[src/rtl/dbg_abs_gpr_access_if.sv]
`default_nettype none
// +--------------------------------------------------------------------------+
// | Module  : dbg_abs_gpr_access_if                                          |
// | Purpose : Bundles the DMI-side command/data0 signals and the core        |
// |           register-file debug port of the abstract GPR access engine.    |
// |           o_regno_next exists only when DBG_POSTINC_EN is defined.       |
// | Revision: 1.0 - initial release                                          |
// +--------------------------------------------------------------------------+
interface dbg_abs_gpr_access_if #(
  parameter int XLEN_DBG = 32
);
  // DMI command side
  logic                i_cmd_valid;
  logic [15:0]         i_cmd_regno;
  logic                i_cmd_write;
  logic                i_cmd_transfer;
  logic                i_cmd_postinc;
  logic                i_data0_we;
  logic [XLEN_DBG-1:0] i_data0_wdata;
  logic [2:0]          i_cmderr_clr;
  logic [XLEN_DBG-1:0] o_data0;
  logic                o_busy;
  logic [2:0]          o_cmderr;
  // Core side
  logic                i_halted;
  logic [4:0]          o_dbg_gpr_addr;
  logic [XLEN_DBG-1:0] o_dbg_gpr_in;
  logic                o_dbg_gpr_rd;
  logic                o_dbg_gpr_wr;
  logic [XLEN_DBG-1:0] i_dbg_gpr_out;
`ifdef DBG_POSTINC_EN
  logic [15:0]         o_regno_next;
`endif

  modport slave (
    input  i_cmd_valid, i_cmd_regno, i_cmd_write, i_cmd_transfer, i_cmd_postinc,
    input  i_data0_we, i_data0_wdata, i_cmderr_clr, i_halted, i_dbg_gpr_out,
    output o_data0, o_busy, o_cmderr, o_dbg_gpr_addr, o_dbg_gpr_in,
    output o_dbg_gpr_rd, o_dbg_gpr_wr
`ifdef DBG_POSTINC_EN
    , output o_regno_next
`endif
  );

  modport master (
    output i_cmd_valid, i_cmd_regno, i_cmd_write, i_cmd_transfer, i_cmd_postinc,
    output i_data0_we, i_data0_wdata, i_cmderr_clr, i_halted, i_dbg_gpr_out,
    input  o_data0, o_busy, o_cmderr, o_dbg_gpr_addr, o_dbg_gpr_in,
    input  o_dbg_gpr_rd, o_dbg_gpr_wr
`ifdef DBG_POSTINC_EN
    , input o_regno_next
`endif
  );
endinterface
`default_nettype wire

[src/rtl/dbg_abs_gpr_access.sv]
`default_nettype none
// +--------------------------------------------------------------------------+
// | Module  : dbg_abs_gpr_access                                             |
// | Purpose : Abstract-command engine for Access Register commands on GPRs.  |
// |           Owns data0, busy and sticky cmderr; drives the register-file   |
// |           debug port with single-cycle read/write strobes.               |
// |           Optional: DBG_POSTINC_EN enables aarpostincrement and the      |
// |           o_regno_next output.                                           |
// | Revision: 1.0 - initial release                                          |
// +--------------------------------------------------------------------------+
module dbg_abs_gpr_access #(
  parameter logic [15:0] REGNO_BASE = 16'h1000,
  parameter int          XLEN_DBG   = 32
) (
  input  wire logic               clk,
  input  wire logic               rstn,
  dbg_abs_gpr_access_if.slave     bus
);

  typedef enum logic [1:0] {
    S_IDLE   = 2'd0,
    S_CHECK  = 2'd1,
    S_ACCESS = 2'd2,
    S_DONE   = 2'd3
  } state_t;

  localparam logic [2:0] C_ERR_NONE  = 3'd0;
  localparam logic [2:0] C_ERR_BUSY  = 3'd1;
  localparam logic [2:0] C_ERR_UNSUP = 3'd2;
  localparam logic [2:0] C_ERR_HALT  = 3'd4;

  state_t              r_state;
  state_t              w_state_nxt;
  logic [XLEN_DBG-1:0] r_data0;
  logic [2:0]          r_cmderr;
  logic [2:0]          w_cmderr_nxt;
  logic [2:0]          w_err;
  logic [4:0]          r_addr;
  logic [15:0]         r_regno;
  logic                r_write;
  logic                r_transfer;
  logic [15:0]         w_regno_off;
  logic                w_in_range;
  logic                w_accept;
  logic                w_go_access;
  logic                w_rd;
  logic                w_wr;
  logic                w_busy_viol;
`ifdef DBG_POSTINC_EN
  logic                r_postinc;
  logic                r_ok;
`endif

  // Offset from x0's regno; subtraction wraps so regnos below the base land far out of range
  assign w_regno_off = r_regno - REGNO_BASE;
  assign w_in_range  = (w_regno_off < 16'd32);

  // State register
  always_ff @(posedge clk) begin
    if (!rstn) r_state <= S_IDLE;
    else       r_state <= w_state_nxt;
  end

  // Next-state, strobes and the error to record this cycle
  always_comb begin
    w_state_nxt = r_state;
    w_err       = C_ERR_NONE;
    w_accept    = 1'b0;
    w_go_access = 1'b0;
    w_rd        = 1'b0;
    w_wr        = 1'b0;
    case (r_state)
      S_IDLE: begin
        if (bus.i_cmd_valid && (r_cmderr == C_ERR_NONE)) begin
          w_accept    = 1'b1;
          w_state_nxt = S_CHECK;
        end
      end
      S_CHECK: begin
        if (!r_transfer) begin
          w_state_nxt = S_DONE;
        end else if (!w_in_range) begin
          w_err       = C_ERR_UNSUP;
          w_state_nxt = S_DONE;
        end else if (!bus.i_halted) begin
          w_err       = C_ERR_HALT;
          w_state_nxt = S_DONE;
        end else begin
          w_go_access = 1'b1;
          w_state_nxt = S_ACCESS;
        end
      end
      S_ACCESS: begin
        // Core may leave halt between CHECK and ACCESS: suppress the strobe then
        if (bus.i_halted) begin
          w_rd = ~r_write;
          w_wr = r_write;
        end else begin
          w_err = C_ERR_HALT;
        end
        w_state_nxt = S_DONE;
      end
      S_DONE: begin
        w_state_nxt = S_IDLE;
      end
      default: begin
        w_state_nxt = S_IDLE;
      end
    endcase

    // DMI traffic while busy is a busy error; a command error wins over it and over the clear
    w_busy_viol  = (r_state != S_IDLE) && (bus.i_cmd_valid || bus.i_data0_we);
    w_cmderr_nxt = r_cmderr & ~bus.i_cmderr_clr;
    if (w_err != C_ERR_NONE)
      w_cmderr_nxt = w_err;
    else if (w_busy_viol && (r_cmderr == C_ERR_NONE))
      w_cmderr_nxt = C_ERR_BUSY;
  end

  // Command latch, data0, cmderr and register-file address
  always_ff @(posedge clk) begin
    if (!rstn) begin
      r_data0    <= '0;
      r_cmderr   <= C_ERR_NONE;
      r_addr     <= '0;
      r_regno    <= '0;
      r_write    <= 1'b0;
      r_transfer <= 1'b0;
`ifdef DBG_POSTINC_EN
      r_postinc  <= 1'b0;
      r_ok       <= 1'b0;
`endif
    end else begin
      r_cmderr <= w_cmderr_nxt;
      if (w_accept) begin
        r_regno    <= bus.i_cmd_regno;
        r_write    <= bus.i_cmd_write;
        r_transfer <= bus.i_cmd_transfer;
`ifdef DBG_POSTINC_EN
        r_postinc  <= bus.i_cmd_postinc;
        r_ok       <= 1'b0;
`endif
      end
      // DMI owns data0 only while idle; a read access overwrites it
      if ((r_state == S_IDLE) && bus.i_data0_we)
        r_data0 <= bus.i_data0_wdata;
      else if (w_rd)
        r_data0 <= bus.i_dbg_gpr_out;
      if (w_go_access)
        r_addr <= r_regno[4:0];
`ifdef DBG_POSTINC_EN
      if (w_rd || w_wr)
        r_ok <= 1'b1;
      if ((r_state == S_DONE) && r_ok && r_postinc)
        r_regno <= r_regno + 16'd1;
`endif
    end
  end

  assign bus.o_data0        = r_data0;
  assign bus.o_busy         = (r_state != S_IDLE);
  assign bus.o_cmderr       = r_cmderr;
  assign bus.o_dbg_gpr_addr = r_addr;
  assign bus.o_dbg_gpr_in   = r_data0;
  assign bus.o_dbg_gpr_rd   = w_rd;
  assign bus.o_dbg_gpr_wr   = w_wr;
`ifdef DBG_POSTINC_EN
  assign bus.o_regno_next   = r_regno;
`endif

endmodule
`default_nettype wire

[src/flat_wrapper.sv]
// flat-port wrapper written by rule: the top's interface ports become plain ports
module dbg_abs_gpr_access_flat 
#(
  parameter logic [15:0] REGNO_BASE = 16'h1000,
  parameter int          XLEN_DBG   = 32
)
  (clk, rstn, bus_i_cmd_valid, bus_i_cmd_regno, bus_i_cmd_write, bus_i_cmd_transfer, bus_i_cmd_postinc, bus_i_data0_we, bus_i_data0_wdata, bus_i_cmderr_clr, bus_i_halted, bus_i_dbg_gpr_out, bus_o_data0, bus_o_busy, bus_o_cmderr, bus_o_dbg_gpr_addr, bus_o_dbg_gpr_in, bus_o_dbg_gpr_rd, bus_o_dbg_gpr_wr);
  dbg_abs_gpr_access_if #(.XLEN_DBG(XLEN_DBG)) bus_i ();
  input  wire logic clk;
  input  wire logic rstn;
  input wire logic [$bits(bus_i.i_cmd_valid)-1:0] bus_i_cmd_valid;
  input wire logic [$bits(bus_i.i_cmd_regno)-1:0] bus_i_cmd_regno;
  input wire logic [$bits(bus_i.i_cmd_write)-1:0] bus_i_cmd_write;
  input wire logic [$bits(bus_i.i_cmd_transfer)-1:0] bus_i_cmd_transfer;
  input wire logic [$bits(bus_i.i_cmd_postinc)-1:0] bus_i_cmd_postinc;
  input wire logic [$bits(bus_i.i_data0_we)-1:0] bus_i_data0_we;
  input wire logic [$bits(bus_i.i_data0_wdata)-1:0] bus_i_data0_wdata;
  input wire logic [$bits(bus_i.i_cmderr_clr)-1:0] bus_i_cmderr_clr;
  input wire logic [$bits(bus_i.i_halted)-1:0] bus_i_halted;
  input wire logic [$bits(bus_i.i_dbg_gpr_out)-1:0] bus_i_dbg_gpr_out;
  output wire logic [$bits(bus_i.o_data0)-1:0] bus_o_data0;
  output wire logic [$bits(bus_i.o_busy)-1:0] bus_o_busy;
  output wire logic [$bits(bus_i.o_cmderr)-1:0] bus_o_cmderr;
  output wire logic [$bits(bus_i.o_dbg_gpr_addr)-1:0] bus_o_dbg_gpr_addr;
  output wire logic [$bits(bus_i.o_dbg_gpr_in)-1:0] bus_o_dbg_gpr_in;
  output wire logic [$bits(bus_i.o_dbg_gpr_rd)-1:0] bus_o_dbg_gpr_rd;
  output wire logic [$bits(bus_i.o_dbg_gpr_wr)-1:0] bus_o_dbg_gpr_wr;
  assign bus_i.i_cmd_valid = bus_i_cmd_valid;
  assign bus_i.i_cmd_regno = bus_i_cmd_regno;
  assign bus_i.i_cmd_write = bus_i_cmd_write;
  assign bus_i.i_cmd_transfer = bus_i_cmd_transfer;
  assign bus_i.i_cmd_postinc = bus_i_cmd_postinc;
  assign bus_i.i_data0_we = bus_i_data0_we;
  assign bus_i.i_data0_wdata = bus_i_data0_wdata;
  assign bus_i.i_cmderr_clr = bus_i_cmderr_clr;
  assign bus_i.i_halted = bus_i_halted;
  assign bus_i.i_dbg_gpr_out = bus_i_dbg_gpr_out;
  assign bus_o_data0 = bus_i.o_data0;
  assign bus_o_busy = bus_i.o_busy;
  assign bus_o_cmderr = bus_i.o_cmderr;
  assign bus_o_dbg_gpr_addr = bus_i.o_dbg_gpr_addr;
  assign bus_o_dbg_gpr_in = bus_i.o_dbg_gpr_in;
  assign bus_o_dbg_gpr_rd = bus_i.o_dbg_gpr_rd;
  assign bus_o_dbg_gpr_wr = bus_i.o_dbg_gpr_wr;
  dbg_abs_gpr_access #(.REGNO_BASE(REGNO_BASE), .XLEN_DBG(XLEN_DBG)) u_core (.clk(clk), .rstn(rstn), .bus(bus_i));
endmodule
[config.mk]
export PLATFORM = sky130hd
export DESIGN_NAME = dbg_abs_gpr_access_flat
export DESIGN_NICKNAME = d
export VERILOG_FILES = /design/src/rtl/dbg_abs_gpr_access_if.sv /design/src/rtl/dbg_abs_gpr_access.sv /design/src/flat_wrapper.sv
export SDC_FILE = /design/constraint.sdc
export NUM_CORES = 1
export LEC_CHECK = 0
export ABC_CLOCK_PERIOD_IN_PS = 1950
export BUFFER_PORTS_ARGS = -buffer_cell sky130_fd_sc_hd__buf_2
export CAP_MARGIN = 20
export CELL_PAD_IN_SITES_DETAIL_PLACEMENT = 0
export CELL_PAD_IN_SITES_GLOBAL_PLACEMENT = 1
export CORE_ASPECT_RATIO = 1.1
export CORE_MARGIN = 2
export CORE_UTILIZATION = 30
export DETAILED_ROUTE_END_ITERATION = 12
export PLACE_DENSITY_LB_ADDON = 0.1
export SYNTH_ARGS = -nofsm -noshare
export SYNTH_HDL_FRONTEND = slang
export SYNTH_SLANG_ARGS = --single-unit
export TNS_END_PERCENT = 30
[constraint.sdc]
create_clock -name clk -period 1.95 [get_ports clk]
set_input_delay 0.195 -clock clk [delete_from_list [all_inputs] [get_ports clk]]
set_output_delay 0.195 -clock clk [all_outputs]
set_load 0.03 [all_outputs]
==> results of run 1 <==
[cells by family after synthesis]
| kind of cell | count (synthesis) |
|---|---|
| buffers and inverters | 57 |
| adders and majority gates | 3 |
| AOI/OAI and AO/OA | 59 |
| DFF | 60 |
| muxes | 38 |
| and+or+nand+nor | 94 |
[synth_stat cells, types with 4 or more instances]
master	n	area (sq um)
buf_4	35	263
a21oi_1	20	100
dfxtp_1	60	1200
a211oi_1	32	240
clkbuf_1	11	41.3
buf_2	4	20.0
inv_1	5	18.8
nand2_1	38	143
nor2_1	37	139
mux2i_1	37	370
[power groups by stage]
stage / Sequential [uW] / Combinational (uW) / Clock [uW]
after floorplan: 2190 / 1810 / 0
after global placement: 1800 / 2720 / 0
after detailed placement: 1810 / 2730 / 0
after CTS: 1780 / 2750 / 981
after global routing: 1820 / 2970 / 1040
final: 1780 / 2750 / 938
[worst max path at each step]
stage                            startpoint                endpoint  slack [ns]
after floorplan           u_core.r_state[0]  u_core.bus.o_data0[10]        0.40
after global placement    u_core.r_state[0]  u_core.bus.o_data0[23]        0.33
after detailed placement  u_core.r_state[0]  u_core.bus.o_data0[24]        0.29
after CTS                 u_core.r_state[0]        bus_o_dbg_gpr_rd        0.03
after global routing      u_core.r_state[0]        bus_o_dbg_gpr_rd        0.03
final                     u_core.r_state[0]        bus_o_dbg_gpr_rd        0.16
[cell type report]
class,count,area share [%]
multi-input combinational,194,34.0
timing repair buffer,180,26.0
clock buffer,11,3.71
clock inverter,3,0.394
tap,117,3.84
inverter,5,0.492
sequential,60,31.5
[worst max-delay path, stage by stage, from the launching register on]
cell and delay (ns):
dfxtp_1 0.38, inv_1 0.08, ha_1 0.23, nand3b_1 0.23
buf_12 0.15, inv_1 0.03, buf_2 0.16
[registers in the layout (all words and copies together) (netlist names)]
signal	flops
u_core.bus.o_dbg_gpr_addr	5
u_core.r_regno	16
u_core.bus.o_data0	32
u_core.r_transfer	1
u_core.r_write	1
u_core.bus.o_cmderr	3
u_core.r_state	2
[routing by layer]
layer | routed length [um] | up-vias
li1 | - | 1325
met1 | 3230 | 1177
met2 | 3730 | 88
met3 | 486 | 9
met4 | 96 | 0
met5 | 0 | -
[repair_timing]
action / in CTS / in global routing
setup endpoints to repair: 1 / 1
pin swaps: 0 / 1
hold endpoints to repair: 0 / 0
resized for setup: 1 / 2
setup buffers: 0 / 7
[per-stage QoR]
| step | setup slack (ns) | hold slack, ns | power [uW] | instance area, sq um | std cells |
|---|---|---|---|---|---|
| after floorplan | 0.403 | 0.312 | 4000 | 2860 | 311 |
| after global placement | 0.333 | 0.438 | 4520 | 3590 | 549 |
| after detailed placement | 0.294 | 0.446 | 4540 | 3590 | 549 |
| after CTS | 0.0274 | 0.0849 | 5510 | 3750 | 563 |
| after global routing | 0.0348 | 0.0899 | 5840 | 3810 | 570 |
| final | 0.158 | 0.100 | 5460 | 3810 | 570 |
==> impl_results.md, run 1 <==
* Synth Flop Type: dfxtp_1
* Worst r2r dst: u_core.bus.o_data0[25]
* Worst R2R Start: u_core.r_state[0]
* CP endpoint kind: primary output
* Core area at approximately 9300 sq um
* Sw Pwr at 2480 uW
* Largest family of logic cells by synthesized area: simple AND/OR/NAND/NOR gates
* Crit Path Class: flip-flop to primary output
* Status: finished, final reports clean
* Synth Area in Compound Gates at between 10% and 20%
* Multi-input logic area at 1300 sq um
* Worst-Skew Late Latency at 0.33 ns
* Layout overhead on the synthesized area at 33.2%
* Power Dens Cells at approximately 1400 nW/um^2
* Antenna violations before repair at 0
* WL per Instance at 13.2 um
* Vias in the first global route at roughly 2.4k
* DR pass1 iterations at 4
* Switch share at approximately 45%
* Post-synthesis adder-cell area fraction at 1.31%
* Via density at approximately 4.6
* R2R depth at 7
* DRC violations left at 0
* Filler instances at roughly 1k
* Sequential group share of total power at between 30% and 40%
* Die Area at around 10,000 sq um
* Clock Sinks at 60
* Worst Hold End: u_core.r_regno[0]
* Maximum number of pins on one net before global-route repair at 59
* Vias at around 2.6k
* Yosys warnings at 0
* Max-Cap Viols at 0
* Most common cell after layout, fill and taps aside: buf_2
* FMAX at between 500 and 600 MHz
* Max-slew violations at 0
* Num CTS Buffers at 9
* Overflow left after global routing at 0
* Logic gate share of total power at 50.3%
* Iter 0 DRT Violations at between 50 and 60
* Post-Synth XOR/XNOR Area at 0%
* Antenna Cells at 0
* Register area at about 1200 sq um
* Post-Syn Area per Cell at 9.20 sq um
* Max_slew headroom at approximately two thirds
* Detail Placement HPWL at 5490 um
* Root Buffer Master: clkbuf_8
* Most frequent cells in the layout: buf_2 (164), dfxtp_1 (60), mux2i_1 (37), nor2_1 (37), nand2_1 (37)
* Post-Syn Instances at just over 300
* Clock power frac at 17.2%
* Met3 usage at under 10%
* Global Route Usage Sum at 13.9%
* Final Hold Violating Endpoints at 0
* Met1 GRT Util at 16.7%
* Max Buffers Root-to-Sink at 2
* Sequential area share after synthesis at between 40% and 50%
* CTS tree: yes
* Slew @ Worst Pin at roughly 0.49 ns
* Setup_tns at 0 ns
* WHS Path Cells at 3
* Number of enable flip-flop cells after synthesis at 0
* Hold Crit Start: bus_i_cmd_regno[0]
* Clock-pin slew on the worst setup and hold paths at 0.07 ns
* Synthesized cell area at approximately 2900 sq um
* Row cnt at 37
* CP startpoint kind: flip-flop
* Pleak at between 0.002 and 0.0025 uW
* Critical Path RT at roughly 1.8 ns
* Multiplexer share of the synthesized area at 13.3%
* Crit path DAT at 1.60 ns
* Worst hold path type: primary input to flip-flop
* Clock skew at between 0.009 and 0.01 ns
* H-tree depth at 3
* Setup violators final at 0
* Final min period at ~1.8 ns
* Post-synthesis cell type count at 30
* Synth async-reset ratio at 0%
* Top Usage Layer GRT: met2
* Seq cells post-synth at 60
* IR drop worst, VDD at between 600 and 700 uV
* Die H at 106 um
* Routed WL at 7540 um
* GP Congestion at roughly 0.73
* Final worst path period share at between 90% and 100%
* Internal at 2980 uW
* Global-route wire length before repair at 11,400 um
* Initial Utilization at just over 30%
* RSZ-0062 raised after global routing: false
* IO Port Bufs at between 150 and 200
* Layout cell share with drive strength beyond 1 at a little under half
* Nets at roughly 540
* Worst reg-to-reg setup slack at just over 0.3 ns
* Ports at 166
* CTS Hold Buffers Added at 0
* Syn_nets at slightly above 400
* Met2 Resource Use GR at roughly 23%
* Die W at 97.1 um
* Antenna viol nets, final at 0
* Core Util, Final at about two fifths
* CP max FO at 8
* Post-synthesis simple-gate area fraction at between 10% and 20%
No activity file was read; power rests on OpenSTA's default activity.
==> run 2, diff against run 1 <==
--- a/config.mk
+++ b/config.mk
@@ -8,7 +8,7 @@
 export ABC_CLOCK_PERIOD_IN_PS = 1950
 export BUFFER_PORTS_ARGS = -buffer_cell sky130_fd_sc_hd__buf_2
 export CAP_MARGIN = 20
-export CELL_PAD_IN_SITES_DETAIL_PLACEMENT = 0
+export CELL_PAD_IN_SITES_DETAIL_PLACEMENT = 1
 export CELL_PAD_IN_SITES_GLOBAL_PLACEMENT = 1
 export CORE_ASPECT_RATIO = 1.1
 export CORE_MARGIN = 2
==> impl_results.md, run 2 (synthesis results as in run 1) <==
* Worst Hold End: u_core.r_regno[11] (was u_core.r_regno[0])
* Worst reg-to-reg setup slack at 0.27 ns (was 0.31 ns)
* Setup violators final at 0 (unchanged)
* Overflow left after global routing at 0 (unchanged)
* Die Area at 10,300 sq um (unchanged)
* Worst hold path type: primary input to flip-flop (unchanged)
* Die H at 106 um (unchanged)
* Max-Cap Viols at 0 (unchanged)
* Final min period at 1.83 ns (was 1.79 ns)
* DR pass1 iterations at 4 (unchanged)
* Global-route wire length before repair at 12,800 um (was 11,400 um)
* Worst R2R Start: u_core.r_state[0] (unchanged)
* Final setup slack of the worst path at 0.124 ns (was 0.158 ns)
* RSZ-0062 raised after global routing: false (unchanged)
* Largest register FFs at 32 (unchanged)
* Post-route cell area at 3900 sq um (was 3810 sq um)
* Power Dens Cells at 1530 nW/um^2 (was 1430 nW/um^2)
* Global Route Usage Sum at 15.4% (was 13.9%)
* Status: finished, final reports clean (unchanged)
* Hold WS at 0.0863 ns (was 0.100 ns)
* CTS tree: yes (unchanged)
* CP endpoint kind: primary output (unchanged)
* Ports at 166 (unchanged)
* Crit Path Class: flip-flop to primary output (unchanged)
* Antenna viol nets, final at 0 (unchanged)
* Root Buffer Master: clkbuf_8 (unchanged)
* Logic gate share of total power at 46.2% (was 50.3%)
* Vias at 2,656 (was 2,599)
* Layout overhead on the synthesized area at 36.2% (was 33.2%)
* Iter 0 DRT Violations at 43 (was 59)
* CP startpoint kind: flip-flop (unchanged)
* Worst r2r dst: u_core.bus.o_data0[29] (was u_core.bus.o_data0[25])
* CP max FO at 8 (unchanged)
* FMAX at 548 MHz (was 558 MHz)
* Pleak at 0.00210 uW (was 0.00206 uW)
* GP Congestion at 0.733 (unchanged)
* Clock Sinks at 60 (unchanged)
* Vias in the first global route at 2,646 (was 2,350)
* WL per Instance at 14.2 um (was 13.2 um)
* Worst-Skew Late Latency at 0.34 ns (was 0.33 ns)
* H-tree depth at 3 (unchanged)
* Sw Pwr at 2550 uW (was 2480 uW)
* Row cnt at 37 (unchanged)
* Initial Utilization at 30.8% (unchanged)
* Slew @ Worst Pin at 0.498 ns (was 0.485 ns)
* IR drop worst, VDD at 615 uV (was 624 uV)
* Via density at 4.65 (was 4.56)
* Routed WL at 8130 um (was 7540 um)
* Hold Crit Start: bus_i_cmd_regno[11] (was bus_i_cmd_regno[0])
* Placed Area at 3590 sq um (unchanged)
* Post-place setup slack at 0.276 ns (was 0.294 ns)
* Clock-pin slew on the worst setup and hold paths at 0.07 ns (about the same)
* Final Hold Violating Endpoints at 0 (unchanged)
* R2R depth at 6 (was 7)
* CTS Hold Buffers Added at 0 (unchanged)
* Critical Path RT at 1.75 ns (about the same)
* Maximum number of pins on one net before global-route repair at 59 (unchanged)
* IO Port Bufs at 164 (unchanged)
* Switch share at 42.7% (was 45.4%)
* Sequential group share of total power at 29.8% (was 32.5%)
* Setup_tns at 0 ns (unchanged)
* WHS Path Cells at 3 (unchanged)
* Die W at 97.1 um (unchanged)
* Num CTS Buffers at 9 (unchanged)
* Max_slew headroom at 66.7% (was 67.6%)
* Nets at 543 (was 544)
* Most frequent cells in the layout: buf_2 (164), dfxtp_1 (60), mux2i_1 (37), nor2_1 (37), nand2_1 (37) (unchanged)
* Crit path DAT at 1.63 ns (was 1.60 ns)
* Max Buffers Root-to-Sink at 2 (unchanged)
* Most common cell after layout, fill and taps aside: buf_2 (unchanged)
* Detail Placement HPWL at 6010 um (was 5490 um)
* Antenna Cells at 0 (unchanged)
* Max-slew violations at 0 (unchanged)
* Antenna violations before repair at 0 (unchanged)
* Clock skew at 0.00477 ns (was 0.00966 ns)
* DRC violations left at 0 (unchanged)
* Clock power frac at 23.9% (was 17.2%)
* Total power at 5980 uW (was 5460 uW)
* Layout cell share with drive strength beyond 1 at 45.2% (was 45.0%)
* Internal at 3420 uW (was 2980 uW)
* Final worst path period share at 93.6% (was 91.9%)
* Core area at 9310 sq um (unchanged)
run 2: cell count changes in the layout (fill, tap and decap cells not counted), sizes merged:
cell / delta
bufinv: +3
clkinv: -2
buf: -1
clkbuf: +1
run 2: worst max-delay path by stage:
stage	depth (start not counted)	slack, ns	end	startpoint
2_1_floorplan	7	0.40	u_core.bus.o_data0[10]	u_core.r_state[0]
3_3_place_gp	6	0.33	u_core.bus.o_data0[23]	u_core.r_state[0]
3_5_place_dp	6	0.28	u_core.bus.o_data0[29]	u_core.r_state[0]
4_1_cts	6	0.008	bus_o_dbg_gpr_rd	u_core.r_state[0]
5_1_grt	6	0.03	bus_o_dbg_gpr_rd	u_core.r_state[0]
6_report	6	0.12	bus_o_dbg_gpr_rd	u_core.r_state[0]
run 2: power groups by stage:
stage / Clock [uW] / Combinational [uW] / Sequential (uW)
6_report: 1430 / 2760 / 1780
5_1_grt: 1530 / 2990 / 1830
4_1_cts: 1470 / 2770 / 1790
3_5_place_dp: 0 / 2750 / 1820
3_3_place_gp: 0 / 2720 / 1800
2_1_floorplan: 0 / 1810 / 2190
run 2: per-layer routing:
layer / vias to the layer above / share of wire [%] / track usage (%)
li1: 1323 / - / -
met4: 0 / 1.6 / 6.94
met2: 90 / 51 / 26.6
met3: 10 / 6.3 / 3.81
met1: 1233 / 41 / 18.1
met5: - / 0 / 0
run 2: area by class of cell:
class / count / area, sq um
Clock buffer: 12 / 155
Clock inverter: 4 / 95.1
Fill cell: 1132 / 5410
Inverter: 5 / 18.8
Multi-Input combinational cell: 194 / 1300
Sequential cell: 60 / 1200
Tap cell: 117 / 146
Timing Repair Buffer: 179 / 983
run 2: worst max-delay path: stages, from the launching register on:
cell and delay (ns):
dfxtp_1 0.39, inv_1 0.08, ha_1 0.23, nand3b_1 0.23, buf_12 0.16, inv_1 0.03, buf_2 0.16
run 2: through the flow:
| stage | cells | util [%] |
|---|---|---|
| after floorplan | 311 | - |
| after global placement | 549 | 38.6 |
| after detailed placement | 549 | 38.6 |
| after CTS | 565 | 41.3 |
| after global routing | 571 | 41.9 |
| final | 571 | 41.9 |
run 2: repair_timing:
item	4_1_cts	5_1_grt
pin swaps	0	1
gates resized for setup	1	2
buffers inserted	0	6
endpoints found under the setup margin	1	1
==> run 3, diff against run 2 <==
--- a/config.mk
+++ b/config.mk
@@ -5,6 +5,7 @@
 export SDC_FILE = /design/constraint.sdc
 export NUM_CORES = 1
 export LEC_CHECK = 0
+export ABC_AREA = 1
 export ABC_CLOCK_PERIOD_IN_PS = 1950
 export BUFFER_PORTS_ARGS = -buffer_cell sky130_fd_sc_hd__buf_2
 export CAP_MARGIN = 20
@@ -12,7 +13,7 @@
 export CELL_PAD_IN_SITES_GLOBAL_PLACEMENT = 1
 export CORE_ASPECT_RATIO = 1.1
 export CORE_MARGIN = 2
-export CORE_UTILIZATION = 30
+export CORE_UTILIZATION = 29
 export DETAILED_ROUTE_END_ITERATION = 12
 export PLACE_DENSITY_LB_ADDON = 0.1
 export SYNTH_ARGS = -nofsm -noshare
==> impl_results.md, run 3 <==
* Setup violators final at 0 (unchanged)
* Cell-by-cell trace of the critical path: inv_1 -> ha_2 -> buf_6 -> inv_1 -> buf_2 (was inv_1 -> ha_1 -> nand3b_1 -> buf_12 -> inv_1 -> buf_2)
* Antenna violations before repair at 0 (unchanged)
* Routed WL at 8980 um (was 8130 um)
* Total setup buffers inserted after CTS at 0 (unchanged)
* CP max-delay cell: dfxtp_1 (unchanged)
* Largest family of logic cells by synthesized area: compound AO/OA/AOI/OAI gates (was simple AND/OR/NAND/NOR gates)
* Maximum number of pins on one net before global-route repair at 65 (was 59)
* Num CTS Buffers at 9 (unchanged)
* Clock-pin slew on the worst setup and hold paths at 0.07 ns (about the same)
* Cell accounting for the most synthesized area: dfxtp_1 (unchanged)
* Crit Path Class: flip-flop to primary output (unchanged)
* Post-synthesis simple-gate area fraction at 16.7% (was 16.6%)
* Max Buffers Root-to-Sink at 2 (unchanged)
* Post-Syn Instances at 376 (was 311)
* Critical Path RT at 1.75 ns (about the same)
* Worst hold path type: primary input to flip-flop (unchanged)
* Nets at 593 (was 543)
* Worst-Skew Late Latency at 0.35 ns (was 0.34 ns)
* CP max FO at 30 (was 8)
* Vias in the first global route at 2,915 (was 2,646)
* Antenna viol nets, final at 0 (unchanged)
* Most frequent cell after synthesis: dfxtp_1 (unchanged)
* Synth Flop Type: dfxtp_1 (unchanged)
* GP Congestion at 0.739 (was 0.733)
* DR pass1 iterations at 4 (unchanged)
* Antenna Cells at 0 (unchanged)
* CP startpoint kind: flip-flop (unchanged)
* Hold WS at 0.107 ns (was 0.0863 ns)
* Clock Sinks at 60 (unchanged)
* IO Port Bufs at 164 (unchanged)
* Die W at 98.4 um (was 97.1 um)
* Post-Syn Area per Cell at 7.57 sq um (was 9.20 sq um)
* Slew @ Worst Pin at 0.417 ns (was 0.498 ns)
* Power Dens Cells at 1480 nW/um^2 (was 1530 nW/um^2)
* Sequential area share after synthesis at 42.2% (was 42.0%)
* CP endpoint kind: primary output (unchanged)
* Number of enable flip-flop cells after synthesis at 0 (unchanged)
* Die H at 108 um (was 106 um)
* Vias at 2,972 (was 2,656)
* DRC violations left at 0 (unchanged)
* Ports at 166 (unchanged)
* Global-route wire length before repair at 14,200 um (was 12,800 um)
* Dominant cells by area after synthesis: dfxtp_1 (42%), buf_4 (9.2%), a31oi_1 (7.0%) (was dfxtp_1 (42%), mux2i_1 (13%), buf_4 (9.2%))
* Final Hold Violating Endpoints at 0 (unchanged)
* Seq cells post-synth at 60 (unchanged)
* Max_slew headroom at 72.2% (was 66.7%)
* Layout overhead on the synthesized area at 29.6% (was 36.2%)
* Sw Pwr at 2610 uW (was 2550 uW)
* Yosys warnings at 0 (unchanged)
* Max-Cap Viols at 0 (unchanged)
* Iter 0 DRT Violations at 66 (was 43)
* Layout cell share with drive strength beyond 1 at 37.8% (was 45.2%)
* Post-synthesis adder-cell area fraction at 1.32% (was 1.31%)
* Multiplexer share of the synthesized area at 0% (was 13.3%)
* Status: finished, final reports clean (unchanged)
* Via density at 4.79 (was 4.65)
* H-tree depth at 3 (unchanged)
* Initial Utilization at 30.1% (was 30.8%)
* Most common cell after layout, fill and taps aside: buf_2 (unchanged)
* Die Area at 10,600 sq um (was 10,300 sq um)
* Global Route Usage Sum at 17.1% (was 15.4%)
* Row cnt at 37 (unchanged)
* Worst reg-to-reg setup slack at 0.32 ns (was 0.27 ns)
* Root Buffer Master: clkbuf_8 (unchanged)
* Post-synthesis cell type count at 24 (was 30)
* Core area at 9440 sq um (was 9310 sq um)
* Post-CTS resize count at 0 (was 1)
* Max-slew violations at 0 (unchanged)
* Switch share at 47.8% (was 42.7%)
* Sequential group share of total power at 32.7% (was 29.8%)
* Final min period at 1.78 ns (was 1.83 ns)
* Syn_nets at 470 (was 405)
* Overflow left after global routing at 0 (unchanged)
* Clock power frac at 18.4% (was 23.9%)
* IR drop worst, VDD at 502 uV (was 615 uV)
* Crit path top cell by count: inv_1 (unchanged)
* Logic gate share of total power at 48.9% (was 46.2%)
* Internal at 2860 uW (was 3420 uW)
* FMAX at 562 MHz (was 548 MHz)
* Crit path DAT at 1.58 ns (was 1.63 ns)
* Pleak at 0.00185 uW (was 0.00210 uW)
* Placed Instances at 605 (was 549)
* Synthesized cell area at 2850 sq um (was 2860 sq um)
* Max stage delay on crit path at 0.33 ns (was 0.39 ns)
* CTS tree: yes (unchanged)
* Final worst path period share at 91.2% (was 93.6%)
* Clock skew at 0.00640 ns (was 0.00477 ns)
* Synth Area in Compound Gates at 22.1% (was 14.0%)
* Commonest cells post-synth: dfxtp_1 (60), nand2_1 (49), nand3_1 (38), inv_1 (36), buf_4 (35) (was dfxtp_1 (60), nand2_1 (38), mux2i_1 (37), nor2_1 (37), buf_4 (35))
* Largest register FFs at 32 (unchanged)
* Setup_tns at 0 ns (unchanged)
* Most frequent cells in the layout: buf_2 (164), dfxtp_1 (60), nand2_1 (49) (was buf_2 (164), dfxtp_1 (60), mux2i_1 (37), nor2_1 (37), nand2_1 (37))
* Total power at 5470 uW (was 5980 uW)
* RSZ-0062 raised after global routing: false (unchanged)
* Fin cells at 620 (was 571)
* Detail Placement HPWL at 6320 um (was 6010 um)
* Synth async-reset ratio at 0% (unchanged)
* CTS Hold Buffers Added at 0 (unchanged)
* WL per Instance at 14.5 um (was 14.2 um)
* Post-Synth XOR/XNOR Area at 0% (unchanged)
* Share of the synthesized area in the top cell type at 42.2% (was 42.0%)
[run 3: cell count changes after synthesis, moves of 5 or more]
cell / change
mux2i_1: -37
nand3_1: +37
o21ai_1: +33
a211oi_1: -32
a31oi_1: +32
inv_1: +31
nor2_1: -30
o21ai_0: +21
nand2_1: +11
buf_2: +10
a21oi_1: +8
clkbuf_1: -5
[run 3: power groups by stage]
stage          combinational, uW  sequential, uW  clock, uW
3_5_place_dp                2680            1820          0
2_1_floorplan               1790            2210          0
6_report                    2680            1790       1010
4_1_cts                     2680            1800       1050
3_3_place_gp                2650            1800          0
5_1_grt                     2940            1840       1110
[run 3: cell families (layout without fill, tap and decap cells)]
| kind of cell | Yosys count | after routing |
|---|---|---|
| adders and majority gates | 3 | 3 |
| and+or+nand+nor | 102 | 102 |
| DFF | 60 | 60 |
| buffers and inverters | 94 | 221 |
| AOI/OAI and AO/OA | 117 | 117 |
[run 3: final timing paths]
check	end	start	cells after the start
worst max-delay path	bus_o_busy	u_core.r_state[1]	5
worst min-delay path	u_core.bus.o_data0[21]	bus_i_dbg_gpr_out[21]	3
worst max register to register	u_core.bus.o_data0[29]	u_core.r_state[0]	6
worst min register to register	u_core.r_regno[2]	u_core.r_regno[2]	2
[run 3: cell type report]
class,instances,area (sq um)
fillers,1245,5760
flip-flops and latches,60,1200
multi-input cells,222,1150
repair buffers,170,882
clock buffers,13,159
well taps,117,146
inverters,36,135
clock inverters,2,10.0
[run 3: through the flow]
step	util [%]	cell area, sq um	setup WS, ns
floorplan	-	2850	0.517
detailed placement	37.1	3500	0.186
CTS	38.9	3670	0.0145
global placement	37.1	3500	0.239
finish	39.0	3690	0.172
global route	39.0	3690	0.0203
[run 3: routing by layer]
| metal | GRT usage, % | wire (um) | vias to the layer above | part of all wire [%] |
|---|---|---|---|---|
| li1 | - | - | 1488 | - |
| met1 | 19.9 | 3830 | 1371 | 43 |
| met2 | 29.6 | 4490 | 104 | 50 |
| met3 | 4.48 | 535 | 9 | 6.0 |
| met4 | 7.14 | 126 | 0 | 1.4 |
| met5 | 0 | 0 | - | 0 |
[run 3: critical path, delay by kind of cell, from the launching register on]
kind	cells	cell delay (ns)
flops	1	0.33
buf+inv	4	0.62
fa+ha+maj	1	0.28
